<file path="src/rtl/mmio_uart_transmitter.sv">
// Memory-mapped UART transmitter on the data-side load/store bus.
// Stored bytes queue in a TX FIFO and leave on uart_tx as 8N1 frames.
//
// Ports:
//   clk, reset_n        clock, synchronous active-low reset
//   subfunction_3       funct3 of the current load/store
//   effective_address   byte address of the access
//   store_data          store source; only [7:0] is transmitted
//   opcode_is_store/ld  current instruction kind
//   io_hit              address falls in the 16-byte register window
//   clk_stall           core must hold the current instruction
//   load_error          bad funct3 or misaligned load in the window
//   store_error         bad funct3, misaligned, or read-only target
//   result_to_write_rd  load result, registered
//   uart_tx             serial line, idle high
module mmio_uart_transmitter #(
  parameter logic [31:0] BASE_ADDRESS   = 32'h00002000,
  parameter int          FIFO_DEPTH     = 4,
  parameter int          CLOCKS_PER_BIT = 868
) (
  input  logic        clk,
  input  logic        reset_n,
  input  logic [2:0]  subfunction_3,
  input  logic [31:0] effective_address,
  input  logic [31:0] store_data,
  input  logic        opcode_is_store,
  input  logic        opcode_is_load,
  output logic        io_hit,
  output logic        clk_stall,
  output logic        load_error,
  output logic        store_error,
  output logic [31:0] result_to_write_rd,
  output logic        uart_tx
);

  localparam int PW = $clog2(FIFO_DEPTH);
  localparam int CW = PW + 1;
  localparam int BW = (CLOCKS_PER_BIT > 2) ?
                      $clog2(CLOCKS_PER_BIT) : 1;

  typedef enum logic [1:0] {
    IDLE,
    START,
    DATA,
    STOP
  } state_t;

  // Bus-side state
  logic        clk_stall_q, clk_stall_d;
  logic        read_pending_q, read_pending_d;
  logic        write_pending_q, write_pending_d;
  logic [7:0]  wbyte_q, wbyte_d;
  logic [31:0] snap_q, snap_d;
  logic [2:0]  f3_q, f3_d;
  logic [31:0] result_q, result_d;

  // FIFO state
  logic [7:0]  mem_q [FIFO_DEPTH];
  logic [7:0]  mem_d [FIFO_DEPTH];
  logic [PW-1:0] wr_ptr_q, wr_ptr_d;
  logic [PW-1:0] rd_ptr_q, rd_ptr_d;
  logic [CW-1:0] count_q, count_d;

  // Transmit state
  state_t      state_q, state_d;
  logic [BW-1:0] cnt_q, cnt_d;
  logic [2:0]  bit_q, bit_d;
  logic [7:0]  shift_q, shift_d;
  logic        tx_q, tx_d;

  logic        push;
  logic [7:0]  push_byte;
  logic        pop;
  logic        fifo_full;
  logic        fifo_empty;
  logic        tx_busy;
  logic [31:0] status_word;
  logic [1:0]  reg_sel;
  logic        mis_h;
  logic        mis_w;
  logic        ld_bad;
  logic        st_bad;
  logic        load_go;
  logic        store_go;
  logic        bit_last;
  logic        unused_ok;

  assign unused_ok = ^store_data[31:8];

  assign io_hit  = effective_address[31:4] == BASE_ADDRESS[31:4];
  assign reg_sel = effective_address[3:2];
  assign mis_h   = effective_address[0];
  assign mis_w   = |effective_address[1:0];

  assign fifo_full  = count_q == CW'(FIFO_DEPTH);
  assign fifo_empty = count_q == '0;
  assign tx_busy    = state_q != IDLE;

  assign status_word = {16'b0, 8'(count_q), 5'b0,
                        fifo_empty, fifo_full, tx_busy};

  always_comb begin
    ld_bad = 1'b0;
    case (subfunction_3)
      3'b000, 3'b100: ld_bad = 1'b0;
      3'b001, 3'b101: ld_bad = mis_h;
      3'b010:         ld_bad = mis_w;
      default:        ld_bad = 1'b1;
    endcase
  end

  // Only TXDATA is writable.
  always_comb begin
    st_bad = 1'b0;
    case (subfunction_3)
      3'b000:  st_bad = 1'b0;
      3'b001:  st_bad = mis_h;
      3'b010:  st_bad = mis_w;
      default: st_bad = 1'b1;
    endcase
    if (reg_sel != 2'd0) st_bad = 1'b1;
  end

  assign load_error  = io_hit & opcode_is_load & ld_bad;
  assign store_error = io_hit & opcode_is_store & st_bad;

  assign load_go  = io_hit & opcode_is_load & ~ld_bad;
  assign store_go = io_hit & opcode_is_store &
                    ~opcode_is_load & ~st_bad;

  // Bus handshake
  always_comb begin
    push            = 1'b0;
    push_byte       = store_data[7:0];
    clk_stall_d     = clk_stall_q;
    read_pending_d  = read_pending_q;
    write_pending_d = write_pending_q;
    wbyte_d         = wbyte_q;
    snap_d          = snap_q;
    f3_d            = f3_q;
    result_d        = result_q;
    if (read_pending_q) begin
      clk_stall_d    = 1'b0;
      read_pending_d = 1'b0;
      case (f3_q)
        3'b000:  result_d = {{24{snap_q[7]}}, snap_q[7:0]};
        3'b100:  result_d = {24'b0, snap_q[7:0]};
        3'b001:  result_d = {{16{snap_q[15]}}, snap_q[15:0]};
        3'b101:  result_d = {16'b0, snap_q[15:0]};
        default: result_d = snap_q;
      endcase
    end else if (write_pending_q) begin
      // The held store was latched; wait for room, push once.
      if (!fifo_full) begin
        push            = 1'b1;
        push_byte       = wbyte_q;
        clk_stall_d     = 1'b0;
        write_pending_d = 1'b0;
      end
    end else if (load_go) begin
      clk_stall_d    = 1'b1;
      read_pending_d = 1'b1;
      f3_d           = subfunction_3;
      snap_d         = (reg_sel == 2'd1) ? status_word : 32'b0;
    end else if (store_go) begin
      if (!fifo_full) begin
        push = 1'b1;
      end else begin
        clk_stall_d     = 1'b1;
        write_pending_d = 1'b1;
        wbyte_d         = store_data[7:0];
      end
    end
  end

  // Transmit FSM
  assign bit_last = cnt_q == BW'(CLOCKS_PER_BIT - 1);

  always_comb begin
    pop     = 1'b0;
    state_d = state_q;
    cnt_d   = cnt_q;
    bit_d   = bit_q;
    shift_d = shift_q;
    tx_d    = tx_q;
    case (state_q)
      IDLE: begin
        tx_d = 1'b1;
        if (!fifo_empty) begin
          pop     = 1'b1;
          shift_d = mem_q[rd_ptr_q];
          state_d = START;
          cnt_d   = '0;
          tx_d    = 1'b0;
        end
      end
      START: begin
        if (bit_last) begin
          state_d = DATA;
          cnt_d   = '0;
          bit_d   = 3'd0;
          tx_d    = shift_q[0];
        end else begin
          cnt_d = cnt_q + BW'(1);
        end
      end
      DATA: begin
        if (bit_last) begin
          cnt_d = '0;
          if (bit_q == 3'd7) begin
            state_d = STOP;
            tx_d    = 1'b1;
          end else begin
            bit_d   = bit_q + 3'd1;
            shift_d = shift_q >> 1;
            tx_d    = shift_q[1];
          end
        end else begin
          cnt_d = cnt_q + BW'(1);
        end
      end
      STOP: begin
        if (bit_last) begin
          cnt_d = '0;
          // Chain straight into the next start bit.
          if (!fifo_empty) begin
            pop     = 1'b1;
            shift_d = mem_q[rd_ptr_q];
            state_d = START;
            tx_d    = 1'b0;
          end else begin
            state_d = IDLE;
            tx_d    = 1'b1;
          end
        end else begin
          cnt_d = cnt_q + BW'(1);
        end
      end
      default: begin
        state_d = IDLE;
        tx_d    = 1'b1;
      end
    endcase
  end

  // FIFO
  always_comb begin
    mem_d    = mem_q;
    wr_ptr_d = wr_ptr_q;
    rd_ptr_d = rd_ptr_q;
    count_d  = count_q;
    if (push) begin
      mem_d[wr_ptr_q] = push_byte;
      wr_ptr_d        = wr_ptr_q + PW'(1);
    end
    if (pop) rd_ptr_d = rd_ptr_q + PW'(1);
    case ({push, pop})
      2'b10:   count_d = count_q + CW'(1);
      2'b01:   count_d = count_q - CW'(1);
      default: count_d = count_q;
    endcase
  end

  always_ff @(posedge clk) begin
    if (!reset_n) begin
      clk_stall_q     <= 1'b0;
      read_pending_q  <= 1'b0;
      write_pending_q <= 1'b0;
      wbyte_q         <= '0;
      snap_q          <= '0;
      f3_q            <= '0;
      result_q        <= '0;
      for (int i = 0; i < FIFO_DEPTH; i++) mem_q[i] <= '0;
      wr_ptr_q        <= '0;
      rd_ptr_q        <= '0;
      count_q         <= '0;
      state_q         <= IDLE;
      cnt_q           <= '0;
      bit_q           <= '0;
      shift_q         <= '0;
      tx_q            <= 1'b1;
    end else begin
      clk_stall_q     <= clk_stall_d;
      read_pending_q  <= read_pending_d;
      write_pending_q <= write_pending_d;
      wbyte_q         <= wbyte_d;
      snap_q          <= snap_d;
      f3_q            <= f3_d;
      result_q        <= result_d;
      mem_q           <= mem_d;
      wr_ptr_q        <= wr_ptr_d;
      rd_ptr_q        <= rd_ptr_d;
      count_q         <= count_d;
      state_q         <= state_d;
      cnt_q           <= cnt_d;
      bit_q           <= bit_d;
      shift_q         <= shift_d;
      tx_q            <= tx_d;
    end
  end

  assign clk_stall          = clk_stall_q;
  assign result_to_write_rd = result_q;
  assign uart_tx            = tx_q;

endmodule

</file>
<file path="config.mk">
export PLATFORM = sky130hd
export DESIGN_NAME = mmio_uart_transmitter
export DESIGN_NICKNAME = d
export VERILOG_FILES = /design/src/rtl/mmio_uart_transmitter.sv
export SDC_FILE = /design/constraint.sdc
export NUM_CORES = 1
export LEC_CHECK = 0
export ABC_AREA = 1
export CELL_PAD_IN_SITES_DETAIL_PLACEMENT = 1
export CELL_PAD_IN_SITES_GLOBAL_PLACEMENT = 2
export CORE_UTILIZATION = 29
export CTS_CLUSTER_SIZE = 16
export DETAILED_ROUTE_END_ITERATION = 7
export PLACE_DENSITY = 0.91
export SLEW_MARGIN = 5
export SYNTH_ARGS = -nofsm -noshare
export SYNTH_HDL_FRONTEND = slang
export SYNTH_SLANG_ARGS = --single-unit
</file>
<file path="constraint.sdc">
create_clock -name clk -period 4.5 [get_ports clk]
set_input_delay 0.675 -clock clk [delete_from_list [all_inputs] [get_ports clk]]
set_output_delay 0.675 -clock clk [all_outputs]
set_load 0.1 [all_outputs]
</file>
==> results of run 1 <==
stage by stage:
| step | total power, mW | hold slack [ns] | worst slack, ns |
|---|---|---|---|
| 5_1_grt | 2.20 | 0.476 | 1.35 |
| 4_1_cts | 2.12 | 0.458 | 1.67 |
| 3_3_place_gp | 1.25 | 0.439 | 1.43 |
| 3_5_place_dp | 1.26 | 0.447 | 1.39 |
| 6_report | 2.09 | 0.454 | 1.67 |
| 2_1_floorplan | 1.17 | 0.424 | 0.894 |
worst reg2reg max path, cell delays in order (launching register included):
cell and delay, ns:
dfxtp_1 0.38, ha_1 0.23, nand2_1 0.07, nor2_1 0.08, nand3_1 0.18, nand2_1 0.26
nand2_1 0.11, inv_1 0.10, ha_1 0.15, inv_1 0.08, fa_1 0.39, a21oi_1 0.15
o21ai_0 0.12, o21ai_0 0.17, a21oi_1 0.06
how the worst max path moves through the flow:
stage          slack [ns]  depth (start not counted)                   from          to
2_1_floorplan        0.89                          7  effective_address[27]  load_error
3_5_place_dp         1.39                         12       subfunction_3[0]   mem_q[15]
4_1_cts              1.67                         10  effective_address[13]  load_error
3_3_place_gp         1.43                         12       subfunction_3[0]   mem_q[14]
5_1_grt              1.35                         15       subfunction_3[0]  count_q[2]
6_report             1.67                          9  effective_address[25]  load_error
power groups by stage:
stage	registers [mW]	logic [mW]	clock network, mW
global placement	0.849	0.402	0
floorplan	0.867	0.301	0
detailed placement	0.851	0.405	0
global route	0.836	0.452	0.910
CTS	0.833	0.406	0.881
finish	0.833	0.403	0.859
routing by layer:
layer	up-vias	share of wire
li1	2435	-
met1	2133	0.49
met2	83	0.46
met3	11	0.035
met4	0	0.012
met5	-	0
logic make-up after synthesis:
kind of cell             share of synthesized area
AO/OA/AOI/OAI                                0.140
other                                     0.000751
adder cells (fa/ha/maj)                     0.0366
AND/OR/NAND/NOR                              0.301
buffers and inverters                        0.170
flip-flops                                   0.353
layout by cell type (no fill, tap or decap), drive strengths merged:
cell type and instances:
o22ai 2, bufinv 3, a211oi 2, buf 7, clkbuf 9, clkdlybuf4s50 53, inv 119, a21oi 56
o211a 2, ha 13, a31oi 1, nand3 28, nor3 6, nand4 33, o21ai 68, and3 3
or2 1, conb 26, fa 1, o211ai 1, dfxtp 88, nor2 98, nand2 180, clkinv 5
o2111a 1, and2 1
cell type report:
class | count | area [sq um] | share of cell area
clock buffers | 9 | 225 | 0.0383
clock inverters | 7 | 110 | 0.0187
inverters | 120 | 450 | 0.0766
multi-input cells | 523 | 2480 | 0.422
flip-flops and latches | 88 | 1760 | 0.299
well taps | 220 | 275 | 0.0468
repair buffers | 60 | 581 | 0.0987
state kept, by name (all words and copies together), names as in the netlist:
| name | count |
|---|---|
| bit_q | 3 |
| clk_stall | 1 |
| uart_tx | 1 |
| wbyte_q | 8 |
| mem_q | 32 |
| cnt_q | 10 |
| f3_q | 2 |
| write_pending_q | 1 |
| snap_q | 6 |
| wr_ptr_q | 2 |
| count_q | 3 |
| result_to_write_rd | 6 |
| shift_q | 8 |
| rd_ptr_q | 2 |
| state_q | 2 |
| read_pending_q | 1 |
==> results.yml, run 1 <==
pwr:
  netSwitchingPower_uw: 632
  power_density_nw_per_um2: 356
  p_int_mw: 1.46
  ir_drop_uv: 169
  switching_share: 0.302
  clockPowerShare: 0.410
  pwr-share-seq: 0.397
  comb_power_share: 0.193
  p_leak_nw: 2.51
place:
  place_congestion: 0.730
  placed_cells: 1011
  dpl-instance-area_sq_um: 5550
  hpwl_microns: 8900
  io_buffers: 57
route:
  dr.pass1.iters: 4
  post_drt_wl_per_cell_microns: 12.5
  vias: 4662
  drt-initial-drc-count: 171
  drc_errors: 0
  ant_nets: 0
  vias_per_cell: 4.54
  wl_microns: 12800
global_routing:
  grt_first_pass_wirelength_microns: 21800
  gr-usage-met3: 0.0263
  grt.met1_usage: 0.194
  grt_pass1_vias: 4547
  grt_overflow: 0
  grt_max_degree: 66
  use_met2: 0.255
  antenna_found_initial: 0
  grt.total_usage: 0.151
  grt-busiest-layer: "met2"
min_path:
  min_to: "shift_q[5]"
  hp-start: "shift_q[5]"
  hold_class: "reg2reg"
  min_path_cells: 2
clock_tree:
  clk_pin_slew_worst_paths_ns: 0.06
  htreeDepth: 3
  cts_setup_buffers: 0
  cts.sinks: 88
  clkLatencyLatePin_ns: 0.34
  clockRootBuffer: "clkbuf_16"
  hold_buffers: 0
  cts_made_buffers: 9
  post_cts_resized: 0
  cts_tree: "built"
  cts_buffer_depth: 2
final_layout:
  drive_above_1_share: 0.0372
  nNetsFinal: 887
  final_core_util: 0.352
  antenna_cells: 0
  final_cell_area_sq_um: 5880
  area_growth_pct: 17.8
  n_fill_cell: 2179
  stdcell_count: 1027
sta:
  timing.final.crit_share: 0.628
  fmax_ghz: 0.354
  tightestPinTransition_ns: 1.00
  finalSetupTns_ns: 0
  setup_viol: 0
  fin_crit_ns: 2.83
  maxSlewViolCount: 0
  relSlewSlack: 0.328
  fin_skew_ns: 0.00406
  finalHoldViolations: 0
  rsz0062_at_grt: "no"
yosys:
  syn_area_sq_um: 4990
  seq_area_frac_synth: 0.353
  synth_common_cells: "nand2_1, inv_1, nor2_1, dfxtp_1, o21ai_0"
  synth_most_common_cell: "nand2_1"
  netlist_instances: 765
  synth_top_area_share: 0.353
  yosys_register_bits: 88
  synth_edf_count: 0
  synthArstFlopShare: 0
  synth_largest_area_cell: "dfxtp_1"
  syn_area_per_cell_sq_um: 6.53
  yosys-top-cells-area: "dfxtp_1, nand2_1, inv_1"
  yosys_warnings: 0
  synth.distinct_cells: 34
  ys.flop_type: "dfxtp_1"
critical_path:
  rr_endpoint: "count_q[2]"
  critical_path_class: "in2out"
  worst_setup_path_start_kind: "primary input"
  crit_path_end_kind: "primary output"
  crit_slowest_cell: "clkdlybuf4s50_1"
  crit_buf_inv: 2
  worstPathRequired_ns: 3.83
  worst_ep_arrival_time_ns: 2.15
  worst-path-max-fanout: 6
  r2r_slack_ns: 1.86
  cp_cell_sequence: "clkdlybuf4s50_1, nor2_1, nand2_1, nor2_1, nand2_1, nor2_4, nand2_1, nor2_1, buf_4"
  r2r-start: "cnt_q[0]"
  critical-path-max-stage-delay_ns: 0.41
  reg2regPathDepth: 14
  crit_family: "simple AND/OR/NAND/NOR gates"
floorplanning:
  rows: 47
  fp.dieArea_sq_um: 17800
  initial_utilization: 0.299
  die_h_microns: 133
  design.core.area_sq_um: 16700
  die_w_microns: 133
  num_io_pins: 108
outcome:
  status: "complete, no violations"
job:
  drv_cap: 0
Note: power is estimated with default switching activity, not from simulation.
==> run 2, diff against run 1 <==
- CORE_UTILIZATION: 29 -> 27
- PLACE_DENSITY: 0.91 -> 0.86
- clock period: 4.5 -> 2.7 ns (I/O delays scaled with it)
==> results.yml, run 2 (same netlist as run 1, synthesis figures left out) <==
global_routing:
  grt.total_usage: 0.139
  antenna_found_initial: 0
  grt_max_degree: 66
  grt_first_pass_wirelength_microns: 21700
  grt_overflow: 0
  grt_pass1_vias: 4543
critical_path:
  worstPathRequired_ns: 2.94
  crit_family: "adder cells"
  worst-path-max-fanout: 5
  crit_buf_inv: 4
  crit_slowest_cell: "dfxtp_2"
  critical-path-max-stage-delay_ns: 0.37
  worst_ep_arrival_time_ns: 2.62
  critical_path_class: "reg2reg"
  cp_cell_sequence: "inv_1, ha_1, inv_1, nand2_1, a21oi_1, nand2_1, inv_1, ha_2, inv_2, fa_1, a21oi_1, o21ai_0, o21ai_1, a21oi_1"
  worst_setup_path_start_kind: "register"
  crit_path_end_kind: "register"
route:
  ant_nets: 0
  wl_microns: 12500
  vias: 4691
  drc_errors: 0
  dr.pass1.iters: 4
  met2_length_microns: 5680
  post_drt_wl_per_cell_microns: 11.8
  route.met3.wl_microns: 473
  top_layer: "met4"
  drt-initial-drc-count: 211
  vias_per_cell: 4.44
  wl_met1_microns: 6060
clock_tree:
  clk_pin_slew_worst_paths_ns: 0.07
  clockRootBuffer: "clkbuf_16"
  clkLatencyLatePin_ns: 0.35
  cts_tree: "built"
  cts_made_buffers: 9
  htreeDepth: 3
  hold_buffers: 0
  cts.sinks: 88
  cts_buffer_depth: 2
sta:
  rsz0062_at_grt: "no"
  tightestPinTransition_ns: 0.698
  layout_setup_ws_ns: 0.314
  finalSetupTns_ns: 0
  setup_viol: 0
  fin_skew_ns: 0.00628
  fin_crit_ns: 2.39
  timing.final.crit_share: 0.884
  relSlewSlack: 0.535
  fmax_ghz: 0.419
  whs_ns: 0.454
  finalHoldViolations: 0
  maxSlewViolCount: 0
final_layout:
  top_register: "mem_q"
  n_fill_cell: 2312
  final_core_util: 0.336
  final_cell_area_sq_um: 6050
  largest_reg_flops: 32
  nNetsFinal: 908
  drive_above_1_share: 0.0749
  area_growth_pct: 21.2
  antenna_cells: 0
  final_common_cell: "nand2_1"
  top_regs: "mem_q x32, cnt_q x10"
  final_cell_mix: "nand2_1, inv_1, nor2_1, dfxtp_1, o21ai_0"
  stdcell_count: 1057
pwr:
  p_leak_nw: 2.62
  ir_drop_uv: 283
  power_density_nw_per_um2: 568
  total_power_mw: 3.44
place:
  placed_cells: 1041
  io_buffers: 57
  hpwl_microns: 9050
  place_congestion: 0.725
  dp_slack_ns: -0.0613
  dpl-instance-area_sq_um: 5740
outcome:
  status: "complete, no violations"
floorplanning:
  num_io_pins: 108
  design.core.area_sq_um: 18000
  initial_utilization: 0.277
  die_h_microns: 138
  fp.dieArea_sq_um: 19000
  rows: 49
  die_w_microns: 138
job:
  drv_cap: 0
min_path:
  hold_class: "reg2reg"
run 2: layout make-up:
class,instances,area [sq um],area share
inverters,120,450,0.0744
flip-flops and latches,88,1760,0.291
clock buffers,10,229,0.0378
repair buffers,81,756,0.125
clock inverters,6,83.8,0.0138
well taps,229,287,0.0473
multi-input cells,523,2480,0.410
run 2: timing repair:
item | CTS | global route
setup endpoints to repair | 0 | 1
resized for setup | 0 | 2
setup buffers | 0 | 0
run 2: power breakdown:
part | switching (mW) | internal (mW)
clock | 0.545 | 0.808
combinational | 0.493 | 0.206
sequential | 0.0293 | 1.36
total | 1.07 | 2.37
run 2: layer usage:
layer	vias up	track usage
met5	-	0
met4	0	0.0659
met3	12	0.0267
met2	82	0.223
met1	2114	0.178
li1	2483	-
run 2: final timing paths:
check,from,endpoint,slack [ns],cells after the start
max,state_q[0],count_q[2],0.31,14
min,shift_q[6],shift_q[6],0.45,2
max reg2reg,state_q[0],count_q[2],0.31,14
min reg2reg,shift_q[6],shift_q[6],0.45,2
run 2: worst min-delay path, delay by kind of cell (launching register included):
kind	cells	cell delay, ns
flip-flops	1	0.30
AO/OA/AOI/OAI	1	0.05
buffers and inverters	1	0.06
==> run 3, diff against run 2 <==
- SLEW_MARGIN: 5 -> unset
==> results of run 3 <==
No change in the layout: final DEF, timing and power equal those of run 2.
